==> src/rtl/cba_drv_pkg.sv <==
// Shared types and widths for the CoreCBA column-base driver.
// Width constants mirror the chip-level CBA row/data/latency defines.
package cba_drv_pkg;

  localparam int unsigned CbaRowBits       = 9;
  localparam int unsigned CbaDataBits      = 16;
  localparam int unsigned CbaSgLatencyBits = 9;

  typedef enum logic [1:0] {
    StIdle,
    StSetup,
    StSelect,
    StRelease
  } drv_state_e;

  // Phase counter must hold the longest phase length minus one, plus a spare bit.
  function automatic int unsigned phase_cnt_w(input int unsigned a, input int unsigned b,
                                               input int unsigned c);
    int unsigned m;
    m = a;
    if (b > m) m = b;
    if (c > m) m = c;
    return $clog2(m) + 1;
  endfunction

endpackage

==> src/rtl/cba_az_gen.sv <==
// Auto-zero (PhiAz) generator: periodic pulse from a free counter plus a one-shot trigger.
module cba_az_gen
  import cba_drv_pkg::*;
(
  input  logic        clk_i,
  input  logic        reset_i,
  input  logic        az_enable_i,
  input  logic [15:0] az_period_i,
  input  logic [7:0]  az_width_i,
  input  logic        az_trig_i,
  output logic        phi_az_o
);

  logic [15:0] cnt_q, cnt_d;
  logic        run_q;
  logic [7:0]  trig_rem_q, trig_rem_d;
  logic        phi_q, phi_d;
  logic        run;
  logic [15:0] lim;
  logic [15:0] width_ext;

  always_comb begin
    run       = az_enable_i && (az_period_i >= 16'd2) && (az_width_i != 8'd0);
    width_ext = {8'd0, az_width_i};
    lim       = (width_ext < (az_period_i - 16'd1)) ? width_ext : (az_period_i - 16'd1);

    // Counter restarts at zero on the first running cycle and is parked at zero otherwise.
    cnt_d = '0;
    if (run && run_q) begin
      cnt_d = (cnt_q >= (az_period_i - 16'd1)) ? 16'd0 : (cnt_q + 16'd1);
    end

    trig_rem_d = trig_rem_q;
    if (az_trig_i && !phi_q) begin
      trig_rem_d = (az_width_i == 8'd0) ? 8'd1 : az_width_i;
    end else if (trig_rem_q != 8'd0) begin
      trig_rem_d = trig_rem_q - 8'd1;
    end

    phi_d = (run && (cnt_d < lim)) || (trig_rem_d != 8'd0);
  end

  always_ff @(posedge clk_i) begin
    if (reset_i) begin
      cnt_q      <= '0;
      run_q      <= 1'b0;
      trig_rem_q <= '0;
      phi_q      <= 1'b0;
    end else begin
      cnt_q      <= cnt_d;
      run_q      <= run;
      trig_rem_q <= trig_rem_d;
      phi_q      <= phi_d;
    end
  end

  assign phi_az_o = phi_q;

endmodule

==> src/rtl/core_cba_driver.sv <==
// Column-base driver for the CoreCBA daisy chain: config write sequencer, static config
// registers, readback capture and auto-zero generator; all chain-head outputs are registered.
module core_cba_driver
  import cba_drv_pkg::*;
#(
  parameter int unsigned RowW     = CbaRowBits,
  parameter int unsigned DataW    = CbaDataBits,
  parameter int unsigned LatW     = CbaSgLatencyBits,
  parameter int unsigned SetupCyc = 4,
  parameter int unsigned HoldCyc  = 4,
  parameter int unsigned RelCyc   = 4
) (
  input  logic             clk_i,
  input  logic             reset_i,
  input  logic             wr_valid_i,
  output logic             wr_ready_o,
  input  logic [RowW-1:0]  wr_row_i,
  input  logic [DataW-1:0] wr_data_i,
  output logic             wr_err_o,
  output logic             busy_o,
  output logic [DataW-1:0] rd_data_o,
  output logic             rd_valid_o,
  input  logic             cfg_sel_c2f_i,
  input  logic             cfg_sel_c4f_i,
  input  logic             cfg_fast_en_i,
  input  logic [LatW-1:0]  cfg_sync_time_i,
  input  logic             az_enable_i,
  input  logic [15:0]      az_period_i,
  input  logic [7:0]       az_width_i,
  input  logic             az_trig_i,
  output logic [RowW-1:0]  cba_row_in_o,
  output logic [DataW-1:0] cba_data_in_o,
  output logic             cba_phi_az_in_o,
  output logic             cba_sel_c2f_in_o,
  output logic             cba_sel_c4f_in_o,
  output logic             cba_fast_en_in_o,
  output logic [LatW-1:0]  cba_write_sync_time_in_o,
  input  logic [DataW-1:0] cba_data_out_i
);

  localparam int unsigned PhaseW = phase_cnt_w(SetupCyc, HoldCyc, RelCyc);
  localparam logic [PhaseW-1:0] SetupLast = PhaseW'(SetupCyc - 1);
  localparam logic [PhaseW-1:0] HoldLast  = PhaseW'(HoldCyc - 1);
  localparam logic [PhaseW-1:0] RelLast   = PhaseW'(RelCyc - 1);

  drv_state_e        state_q, state_d;
  logic [PhaseW-1:0] phase_q, phase_d;
  logic [RowW-1:0]   row_lat_q, row_lat_d;
  logic [RowW-1:0]   row_in_q, row_in_d;
  logic [DataW-1:0]  data_in_q, data_in_d;
  logic              wr_err_q, wr_err_d;
  logic              rd_valid_q, rd_valid_d;
  logic [DataW-1:0]  rd_data_q, rd_data_d;
  logic              sel_c2f_q, sel_c2f_d;
  logic              sel_c4f_q, sel_c4f_d;
  logic              fast_en_q, fast_en_d;
  logic [LatW-1:0]   sync_time_q, sync_time_d;

  always_comb begin
    state_d     = state_q;
    phase_d     = phase_q + 1'b1;
    row_lat_d   = row_lat_q;
    row_in_d    = row_in_q;
    data_in_d   = data_in_q;
    wr_err_d    = 1'b0;
    rd_valid_d  = 1'b0;
    rd_data_d   = rd_data_q;
    sel_c2f_d   = sel_c2f_q;
    sel_c4f_d   = sel_c4f_q;
    fast_en_d   = fast_en_q;
    sync_time_d = sync_time_q;

    unique case (state_q)
      StIdle: begin
        phase_d     = '0;
        // Static config only follows its inputs between writes.
        sel_c2f_d   = cfg_sel_c2f_i;
        sel_c4f_d   = cfg_sel_c4f_i;
        fast_en_d   = cfg_fast_en_i;
        sync_time_d = cfg_sync_time_i;
        if (wr_valid_i) begin
          if (wr_row_i == '0) begin
            wr_err_d = 1'b1;
          end else begin
            state_d   = StSetup;
            data_in_d = wr_data_i;
            row_lat_d = wr_row_i;
            row_in_d  = '0;
          end
        end
      end
      StSetup: begin
        if (phase_q == SetupLast) begin
          state_d  = StSelect;
          phase_d  = '0;
          row_in_d = row_lat_q;
        end
      end
      StSelect: begin
        if (phase_q == HoldLast) begin
          state_d  = StRelease;
          phase_d  = '0;
          row_in_d = '0;
        end
      end
      StRelease: begin
        if (phase_q == RelLast) begin
          state_d    = StIdle;
          phase_d    = '0;
          rd_data_d  = cba_data_out_i;
          rd_valid_d = 1'b1;
        end
      end
      default: begin
        state_d  = StIdle;
        phase_d  = '0;
        row_in_d = '0;
      end
    endcase
  end

  always_ff @(posedge clk_i) begin
    if (reset_i) begin
      state_q     <= StIdle;
      phase_q     <= '0;
      row_lat_q   <= '0;
      row_in_q    <= '0;
      data_in_q   <= '0;
      wr_err_q    <= 1'b0;
      rd_valid_q  <= 1'b0;
      rd_data_q   <= '0;
      sel_c2f_q   <= 1'b0;
      sel_c4f_q   <= 1'b0;
      fast_en_q   <= 1'b0;
      sync_time_q <= '0;
    end else begin
      state_q     <= state_d;
      phase_q     <= phase_d;
      row_lat_q   <= row_lat_d;
      row_in_q    <= row_in_d;
      data_in_q   <= data_in_d;
      wr_err_q    <= wr_err_d;
      rd_valid_q  <= rd_valid_d;
      rd_data_q   <= rd_data_d;
      sel_c2f_q   <= sel_c2f_d;
      sel_c4f_q   <= sel_c4f_d;
      fast_en_q   <= fast_en_d;
      sync_time_q <= sync_time_d;
    end
  end

  cba_az_gen u_az_gen (
    .clk_i       (clk_i),
    .reset_i     (reset_i),
    .az_enable_i (az_enable_i),
    .az_period_i (az_period_i),
    .az_width_i  (az_width_i),
    .az_trig_i   (az_trig_i),
    .phi_az_o    (cba_phi_az_in_o)
  );

  assign wr_ready_o               = (state_q == StIdle);
  assign busy_o                   = (state_q != StIdle);
  assign wr_err_o                 = wr_err_q;
  assign rd_valid_o               = rd_valid_q;
  assign rd_data_o                = rd_data_q;
  assign cba_row_in_o             = row_in_q;
  assign cba_data_in_o            = data_in_q;
  assign cba_sel_c2f_in_o         = sel_c2f_q;
  assign cba_sel_c4f_in_o         = sel_c4f_q;
  assign cba_fast_en_in_o         = fast_en_q;
  assign cba_write_sync_time_in_o = sync_time_q;

endmodule
==> config.mk <==
export PLATFORM = sky130hd
export DESIGN_NAME = core_cba_driver
export DESIGN_NICKNAME = d
export VERILOG_FILES = /design/src/rtl/cba_drv_pkg.sv /design/src/rtl/cba_az_gen.sv /design/src/rtl/core_cba_driver.sv
export SDC_FILE = /design/constraint.sdc
export NUM_CORES = 1
export LEC_CHECK = 0
export BUFFER_PORTS_ARGS = -buffer_cell sky130_fd_sc_hd__buf_2
export CAP_MARGIN = 20
export CORE_ASPECT_RATIO = 0.5
export CORE_MARGIN = 3
export CORE_UTILIZATION = 55
export DETAILED_ROUTE_END_ITERATION = 12
export PLACE_DENSITY_LB_ADDON = 0.08
export SYNTH_ARGS = -nofsm -noshare
export SYNTH_HDL_FRONTEND = slang
export SYNTH_SLANG_ARGS = --single-unit
export TNS_END_PERCENT = 10
==> constraint.sdc <==
create_clock -name clk_i -period 7.24 [get_ports clk_i]
set_clock_uncertainty 0.15 [all_clocks]
set_input_delay 0.724 -clock clk_i [delete_from_list [all_inputs] [get_ports clk_i]]
set_output_delay 0.724 -clock clk_i [all_outputs]
set_load 0.02 [all_outputs]
==> impl_metrics.toml, run 1 <==
[sta]
min_period_over_period_pct = 66.7
max_slew_margin_pct = 32.5
min_period_ns = 4.83
setup_viol = 0
rsz0062_at_grt = "false"
tightest_slew_ns = 1.01
fmaxAchievable_mhz = 207
drv_slew = 0
final_hold_viol_count = 0
timing.setup.tns_ns = 0

[cts]
cts_root_buf = "clkbuf_16"
numCtsBuffers = 9
clk_pin_slew_ns = 0.06
htreeDepth = 3
cts_hold_buf = 0
ctsLongestPathBuffers = 2
cts_setup_buffers = 0
cts_num_sinks = 95
cts_tree = "built"
cts_resized = 0
clk_latency_ns = 0.34

[detailed_routing]
ant_nets = 0
drtIter0Drc = 243
num_vias = 4671
dr.pass1.iters = 5
drc_errors = 0
routedWlPerCell_um = 13.7
wl_mm = 12.1
viasPerCell = 5.30

[finish]
drive_gt1_share_pct = 22.7
final_common_cell = "buf_2"
layout.nets = 891
final_cell_mix = "buf_2 (139), nand2_1 (105), dfxtp_1 (95), nor2_1 (84), a21oi_1 (71)"
antenna_cells = 0
syn2layout_area_growth_pct = 21.0

[worst_hold_path]
holdPathStages = 1
min-delay-start = "phase_q[0]"
hold_path.class = "reg2reg"
min_to = "phase_q[0]"

[floorplanning]
coreArea_um2 = 8890
dieWidth_um = 143
start_util_pct = 57.7
rows = 24
dieArea_um2 = 10600
die_h_um = 74.3
io_pins = 140

[yosys]
synth.yosys.seq_area_share_pct = 37.1
synth_ff_type = "dfxtp_1"
synth_warnings = 0
synth_edf_count = 0
synth_cells = 626
ys_types = 50
ys_seq_elements = 95
netlist_area_um2 = 5130
avgSynthCellArea_um2 = 8.19
synth-async-reset-ratio_pct = 0

[global_routing]
grt_use_total_pct = 22.4
grt_pass1_wl_mm = 19.6
antenna_found_initial = 0
grt_max_degree = 82
grt_overflow = 0
grt_pass1_vias = 4231

[placement]
place_congestion = 0.913
place.port_buffers = 139
dp_hpwl_mm = 9.17

[flow_run]
maxCapViolations = 0

[worst_setup_path]
crit_path_end_kind = "register"
crit_arrival_ns = 4.94
regToRegEndpoint = "u_az_gen.phi_az_o"
regToRegSetupSlack_ns = 3.28
reg2reg_from = "u_az_gen.cnt_q[0]"
critical_path.startpoint_type = "input pin"
cp_max_fo = 17
ff2ff_path_depth = 16
critPathKind = "in2reg"
crit_required_ns = 7.35

[power_and_ir_drop]
power.leakage_uw = 0.00268
power_density_nw_per_um2 = 269
irDropWorstVdd_uv = 156
power.total_uw = 1670

[run_status]
status = "finished, final reports clean"
[where the power goes]
part	switching [uW]	total (uW)	internal (uW)
clock	204	441	238
combinational	361	592	231
sequential	44.6	640	595
[critical path: stages]
cell	delay (ns)
buf_2	0.12
nor4_1	0.64
nand2_1	0.17
nor3_1	0.26
xnor2_1	0.15
ha_1	0.27
a211oi_1	0.26
a21oi_1	0.11
or4_4	0.64
nor2_1	0.15
ha_1	0.25
a211oi_1	0.24
o21ai_0	0.13
o211ai_1	0.09
a21oi_1	0.08
or4_1	0.41
nand2b_1	0.16
o211ai_1	0.08
[area by class of cell]
| cell class | instances | area (um^2) |
|---|---|---|
| well taps | 117 | 146 |
| clock buffers | 10 | 229 |
| flip-flops and latches | 95 | 1900 |
| inverters | 16 | 60.1 |
| repair buffers | 143 | 753 |
| clock inverters | 6 | 51.3 |
| fillers | 783 | 2680 |
| multi-input cells | 495 | 3070 |
[sequential cells by signal, summed over array words and instances (netlist names), 2 cells and up]
signal,flops
u_az_gen.trig_rem_q,8
cba_row_in_o,9
phase_q,3
state_q,2
cba_write_sync_time_in_o,9
row_lat_q,9
cba_data_in_o,16
u_az_gen.cnt_q,16
rd_data_o,16
[kinds of logic (layout without fill, tap and decap cells)]
group	after synthesis	after routing	synth area share, %
flip-flops	95	95	37.1
XOR/XNOR	32	32	5.46
AND/OR/NAND/NOR	280	280	26.2
adder cells (fa/ha/maj)	49	49	12.0
multiplexers	16	16	3.12
AO/OA/AOI/OAI	110	110	12.3
buffers and inverters	43	175	3.78
other	1	8	0.0731
[per-stage QoR]
stage,cells,instance area (um^2),hold slack (ns),util (%),setup WS [ns]
after global placement,864,5880,0.272,66.2,2.28
after global routing,882,6210,0.304,69.8,2.03
final,882,6210,0.287,69.8,2.41
after CTS,880,6160,0.289,69.4,2.46
after floorplan,633,5150,0.257,-,2.52
after detailed placement,864,5880,0.280,66.2,2.11
[metal layers]
metal / part of all wire [%] / track usage (%)
met5: 0 / 0
met4: 0.96 / 6.11
met3: 5.7 / 5.33
met2: 47 / 38.8
met1: 46 / 28.6
[Yosys cell counts, drive strengths merged, types with 2 or more instances]
library cell	n	area, um^2
nand2	105	394
dfxtp	95	1900
nor2	94	428
a21oi	71	355
ha	49	613
xnor2	23	201
nand3	21	105
clkbuf	20	75.1
inv	16	60.1
mux2i	16	160
nor3	14	75.1
o21ai	11	55.1
nand4	9	56.3
xor2	9	78.8
or4	8	71.3
buf	7	58.8
nor4	7	43.8
a211oi	5	37.5
nor2b	5	31.3
o211ai	5	37.5
and2	4	25.0
nand3b	3	22.5
o21a	3	22.5
a22oi	2	15.0
a31oi	2	12.5
a32oi	2	17.5
nand2b	2	12.5
nor3b	2	15.0
nor4b	2	32.5
[how the worst max path moves through the flow]
stage,start,endpoint,slack (ns)
floorplan,az_period_i[6],u_az_gen.phi_az_o,2.52
global placement,az_period_i[6],u_az_gen.phi_az_o,2.28
detailed placement,az_period_i[6],u_az_gen.phi_az_o,2.11
CTS,az_period_i[6],u_az_gen.phi_az_o,2.46
global route,az_period_i[6],u_az_gen.phi_az_o,2.03
finish,az_period_i[6],u_az_gen.phi_az_o,2.41
Power figures use the tool's default switching activity.
==> inputs of run 2 (changes only) <==
- ABC_AREA: unset -> 1
- CORE_UTILIZATION: 55 -> 48
- clock period: 7.24 -> 4.4 ns (I/O delays scaled with it)
==> run 2 against run 1 <==
  * Routed wire length rose by 6.7%
  * Die area rose by 18%
  * Final cell count rose by 15%
  * Global-route usage fell by 0.86 points
  * Clock-buffer cell count fell by 1
  * Register-to-register slack got worse by 2.2 ns
  * Critical endpoint unchanged
  * Core utilization fell by 8.1 points
  * First-iteration DRC count fell by 1.2%
  * Sequential power rose by 72%
  * Critical path depth rose by 9
  * Non-clock buffer count rose by 2
  * Synthesized cell count rose by 17%
==> impl_metrics.toml, run 2 <==
[run_status]
status = "finished, final reports clean"

[yosys]
synth-simple-area-share_pct = 32.3
synth_mux_area_share_pct = 0
synth-async-reset-ratio_pct = 0
synth_top_cells_by_count = "nor2_1 (174), nand2_1 (102), dfxtp_1 (95), o21ai_0 (69), ha_1 (49)"
synthXorXnorAreaFrac_pct = 3.78
post-synth-top-count-cell = "nor2_1"
yosysTopAreaCell = "dfxtp_1"
synth_top_area_share_pct = 35.7
ys_types = 38
synth_cells = 731
synth_top_family_by_area = "simple AND/OR/NAND/NOR gates"
ys_seq_elements = 95
synth_warnings = 0
netlist_area_um2 = 5320
synth_compound_area_share_pct = 11.1
avgSynthCellArea_um2 = 7.28
synth_edf_count = 0
yosys-top-cells-area = "dfxtp_1 (36%), nor2_1 (12%), ha_1 (12%)"
synthAdderAreaFrac_pct = 11.5
synth.yosys.seq_area_share_pct = 35.7
synth_ff_type = "dfxtp_1"

[floorplanning]
die_h_um = 80.5
io_pins = 140
dieArea_um2 = 12500
start_util_pct = 50.7
rows = 26
coreArea_um2 = 10500
dieWidth_um = 155

[power_and_ir_drop]
power.total_uw = 2970
power.leakage_uw = 0.00311
irDropWorstVdd_uv = 358
internal_power_uw = 1880
sequentialPowerShare_pct = 37.1
power_density_nw_per_um2 = 457
p_comb_share_pct = 35.3
power.switching_uw = 1090
swShare_pct = 36.7
p_clk_share_pct = 27.6

[placement]
place_congestion = 0.845
dpl_cell_area_um2 = 6170
place.port_buffers = 139
dp_hpwl_mm = 9.88

[finish]
multi_input_comb_area_um2 = 3160
final_common_cell = "nor2_1"
syn2layout_area_growth_pct = 21.9
layout.nets = 1001
final_cell_mix = "nor2_1 (174), buf_2 (139), nand2_1 (102), dfxtp_1 (95), o21ai_0 (69)"
seq_area_um2 = 1900
fillers = 1001
drive_gt1_share_pct = 22.7
fin_area_um2 = 6490
antenna_cells = 0

[cts]
cts_setup_buffers = 0
cts_tree = "built"
clk_latency_ns = 0.34
htreeDepth = 3
numCtsBuffers = 9
cts_root_buf = "clkbuf_16"
cts_num_sinks = 95
ctsLongestPathBuffers = 2
clk_pin_slew_ns = 0.07

[detailed_routing]
num_vias = 4980
wl_mm = 12.9
drc_errors = 0
ant_nets = 0
routedWlPerCell_um = 12.8
viasPerCell = 4.92
dr.pass1.iters = 5
drtIter0Drc = 240

[global_routing]
antenna_found_initial = 0
grt_pass1_wl_mm = 22.0
grt_overflow = 0
grt_use_total_pct = 21.6
grt_pass1_vias = 4706
grt_max_degree = 39

[sta]
tightest_slew_ns = 0.831
drv_slew = 0
setup_viol = 0
final_hold_viol_count = 0
hold_ws_ns = 0.168
max_slew_margin_pct = 44.5
rsz0062_at_grt = "false"
min_period_ns = 3.83
min_period_over_period_pct = 87.1
timing.setup.tns_ns = 0
fmaxAchievable_mhz = 261

[worst_setup_path]
crit_top_cell = "nand2_1"
slowest_delay_ns = 0.30
critPathKind = "in2reg"
crit_arrival_ns = 3.94
crit_path_end_kind = "register"
worst_path_max_delay_cell = "ha_1"
reg2reg_from = "u_az_gen.cnt_q[3]"
critical_path.startpoint_type = "input pin"
cp_max_fo = 9
critPathLaunch = "az_period_i[0]"
crit_required_ns = 4.51

[worst_hold_path]
min-delay-start = "wr_data_i[2]"
hold_path.class = "in2reg"

[flow_run]
maxCapViolations = 0
run 2: cell families (layout without fill, tap and decap cells):
logic type      Yosys count  count (layout)
compound gates          111             111
xor+xnor                 23              23
fa+ha+maj                49              49
buf+inv                  78             213
flops                    95              95
other cells               1               8
simple gates            374             374
run 2: power groups by stage:
| stage | Combinational, uW | Clock (uW) | Sequential [uW] |
|---|---|---|---|
| detailed placement | 1050 | 0 | 1120 |
| global placement | 1040 | 0 | 1110 |
| global route | 1210 | 871 | 1120 |
| finish | 1050 | 818 | 1100 |
| CTS | 1060 | 839 | 1100 |
| floorplan | 660 | 0 | 1210 |
run 2: final timing paths:
check | endpoint | slack, ns | cells past startpoint
max reg2reg | u_az_gen.phi_az_o | 1.13 | 17
max | u_az_gen.phi_az_o | 0.57 | 27
min | cba_data_in_o[2] | 0.17 | 3
min reg2reg | phase_q[0] | 0.28 | 1
run 2: what timing repair did:
action,in CTS,in global routing
gates resized for setup,0,1
setup endpoints to repair,0,1
hold buffers,0,0
run 2: metal layers:
layer  share of wire, %  track usage [%]
met5                  0                0
met4               0.87             5.20
met3                7.2             7.10
met2                 46             36.5
met1                 46             26.8
run 2: per-stage QoR:
stage / util, % / cells / worst slack (ns)
floorplan: - / 738 / 0.409
global placement: 58.8 / 999 / 0.223
detailed placement: 58.8 / 999 / 0.103
CTS: 61.7 / 1013 / 0.458
global route: 61.8 / 1013 / 0.0577
finish: 61.8 / 1013 / 0.569
run 2: final cells by class:
type                       instances  share of cell area, %
clock buffer                       9                   3.47
timing repair buffer             145                   11.4
clock inverter                     5                   1.29
sequential                        95                   29.3
inverter                          54                   3.12
multi-input combinational        565                   48.7
tap                              140                   2.70
run 2: worst max-delay path, delay by kind of cell:
family                   cells  cell delay, ns
AND/OR/NAND/NOR             12            1.18
AO/OA/AOI/OAI                7            1.14
buffers and inverters        5            0.34
adder cells (fa/ha/maj)      3            0.81
==> inputs of run 3 (changes only) <==
- CORE_UTILIZATION: 48 -> 49
- SYNTH_HIERARCHICAL: unset -> 1
==> run 3 against run 2 <==
  * Global-route usage rose by 0.20 points
  * Highest routed layer unchanged
  * Synthesized cell count is 9.3% higher
  * Critical path type unchanged
  * Sequential power grew 5%
==> impl_metrics.toml, run 3 <==
[detailed_routing]
ant_nets = 0
wl_mm = 13.4
drtIter0Drc = 211
drc_errors = 0
viasPerCell = 4.87
routedWlPerCell_um = 12.4
num_vias = 5273
dr.pass1.iters = 4

[global_routing]
antenna_found_initial = 0
grt_max_degree = 64
grt_overflow = 0
grt_use_total_pct = 21.8
grt_pass1_vias = 5144
grt_pass1_wl_mm = 22.9

[sta]
setup_viol = 0
final_hold_viol_count = 0
min_period_over_period_pct = 87.9
timing.setup.tns_ns = 0
min_period_ns = 3.87
max_slew_margin_pct = 55.8
setup_ws_ns = 0.533
drv_slew = 0
fmaxAchievable_mhz = 259
tightest_slew_ns = 0.661
rsz0062_at_grt = "false"

[worst_setup_path]
endpoint = "u_az_gen/phi_az_o"
regToRegSetupSlack_ns = 1.18
crit_required_ns = 4.53
ff2ff_path_depth = 18
worst_path_max_delay_cell = "a2111oi_0"
critical_path.startpoint_type = "input pin"
crit_arrival_ns = 3.99
slowest_delay_ns = 0.28
reg2reg_from = "u_az_gen/cnt_q[2]"
cp_max_fo = 6
critPathLaunch = "az_period_i[0]"
critPathKind = "in2reg"
crit_top_cell = "nand2_1"
crit_path_end_kind = "register"
regToRegEndpoint = "u_az_gen/phi_az_o"

[cts]
cts_num_sinks = 95
clk_pin_slew_ns = 0.08
cts_setup_buffers = 0
cts_resized = 0
htreeDepth = 3
cts_hold_buf = 0
cts_root_buf = "clkbuf_16"
clk_latency_ns = 0.34
ctsLongestPathBuffers = 2
cts_tree = "built"
numCtsBuffers = 9

[power_and_ir_drop]
sequentialPowerShare_pct = 35.4
p_clk_share_pct = 23.8
irDropWorstVdd_uv = 362
swShare_pct = 41.3
power_density_nw_per_um2 = 486
internal_power_uw = 1910
power.switching_uw = 1340
power.leakage_uw = 0.00335
p_comb_share_pct = 40.8

[flow_run]
maxCapViolations = 0

[yosys]
synth_ff_type = "dfxtp_1"
ys_types = 44
yosysTopAreaCell = "dfxtp_1"
synth.yosys.seq_area_share_pct = 34.1
synth_top_cells_by_count = "nor2_1 (198), nand2_1 (136), dfxtp_1 (95), inv_1 (75), o21ai_0 (58)"
synth-async-reset-ratio_pct = 0
synth_edf_count = 0
yosys-top-cells-area = "dfxtp_1 (34%), nor2_1 (13%), ha_1 (11%)"
avgSynthCellArea_um2 = 6.98
netlist_area_um2 = 5580
synth_warnings = 6
synth_top_area_share_pct = 34.1
synth_cells = 799
post-synth-top-count-cell = "nor2_1"
ys_seq_elements = 95

[placement]
place.port_buffers = 139
pre_cts_slack_ns = 0.135
dpl_cell_area_um2 = 6390
dp_hpwl_mm = 10.3
place_congestion = 0.877

[finish]
drive_gt1_share_pct = 20.9
layout.nets = 1070
final_common_cell = "nor2_1"
syn2layout_area_growth_pct = 19.9
antenna_cells = 0
final_cell_mix = "nor2_1 (198), buf_2 (139), nand2_1 (136), dfxtp_1 (95), inv_1 (75)"
fin_area_um2 = 6690

[worst_hold_path]
hold_path.class = "in2reg"

[floorplanning]
rows = 26
io_pins = 140
die_h_um = 81.5
dieArea_um2 = 12800
coreArea_um2 = 10600
start_util_pct = 52.4
dieWidth_um = 157

[run_status]
status = "finished, final reports clean"
-- run 3: layout make-up --
class / count / area, um^2
Clock buffer: 9 / 225
Fill cell: 983 / 3950
Multi-Input combinational cell: 605 / 3260
Tap cell: 140 / 175
Sequential cell: 95 / 1900
Clock inverter: 7 / 75.1
Timing Repair Buffer: 145 / 741
Inverter: 82 / 312
-- run 3: cell families after synthesis --
kind of cell	count (synthesis)	synth area share [%]
flip-flops	95	34.1
buffers and inverters	106	7.92
AND/OR/NAND/NOR	425	33.6
XOR/XNOR	20	3.14
AO/OA/AOI/OAI	102	10.0
adder cells (fa/ha/maj)	50	11.2
other	1	0.0672
-- run 3: worst max-delay path: cells and delay by family --
kind                     cells  cell delay [ns]
AO/OA/AOI/OAI                7             1.07
adder cells (fa/ha/maj)      3             0.78
buffers and inverters        5             0.47
AND/OR/NAND/NOR             12             1.21
-- run 3: per-layer routing --
layer	part of all wire, %	wire length, um	global-route usage [%]	vias up
met5	0	0	0	-
met4	0.97	130	5.59	0
met3	6.1	819	6.53	10
met2	47	6270	38.8	109
met1	46	6170	26.0	2321
li1	-	-	-	2833
-- run 3: through the flow --
stage | util, % | instances | total power [uW] | hold WS [ns]
final | 62.9 | 1083 | 3250 | 0.162
after global routing | 62.9 | 1083 | 3520 | 0.153
after CTS | 62.9 | 1083 | 3280 | 0.148
after detailed placement | 60.1 | 1067 | 2490 | 0.271
after global placement | 60.1 | 1067 | 2470 | 0.260
after floorplan | - | 806 | 2180 | 0.249
-- run 3: worst min path at each step --
stage                             startpoint                          end  slack [ns]  cells past startpoint
after floorplan                   phase_q[0]                   phase_q[0]        0.25                      1
after global placement            phase_q[0]                   phase_q[0]        0.26                      1
after detailed placement          phase_q[0]                   phase_q[0]        0.27                      1
after CTS                 cfg_sync_time_i[3]  cba_write_sync_time_in_o[3]        0.15                      3
after global routing            wr_data_i[9]             cba_data_in_o[9]        0.15                      3
final                     cfg_sync_time_i[3]  cba_write_sync_time_in_o[3]        0.16                      3
-- run 3: power by group through the flow --
stage | Clock, uW | Combinational [uW] | Sequential [uW]
after floorplan | 0 | 885 | 1290
after global placement | 0 | 1310 | 1160
after detailed placement | 0 | 1320 | 1160
after CTS | 795 | 1340 | 1150
after global routing | 827 | 1520 | 1170
final | 775 | 1330 | 1150
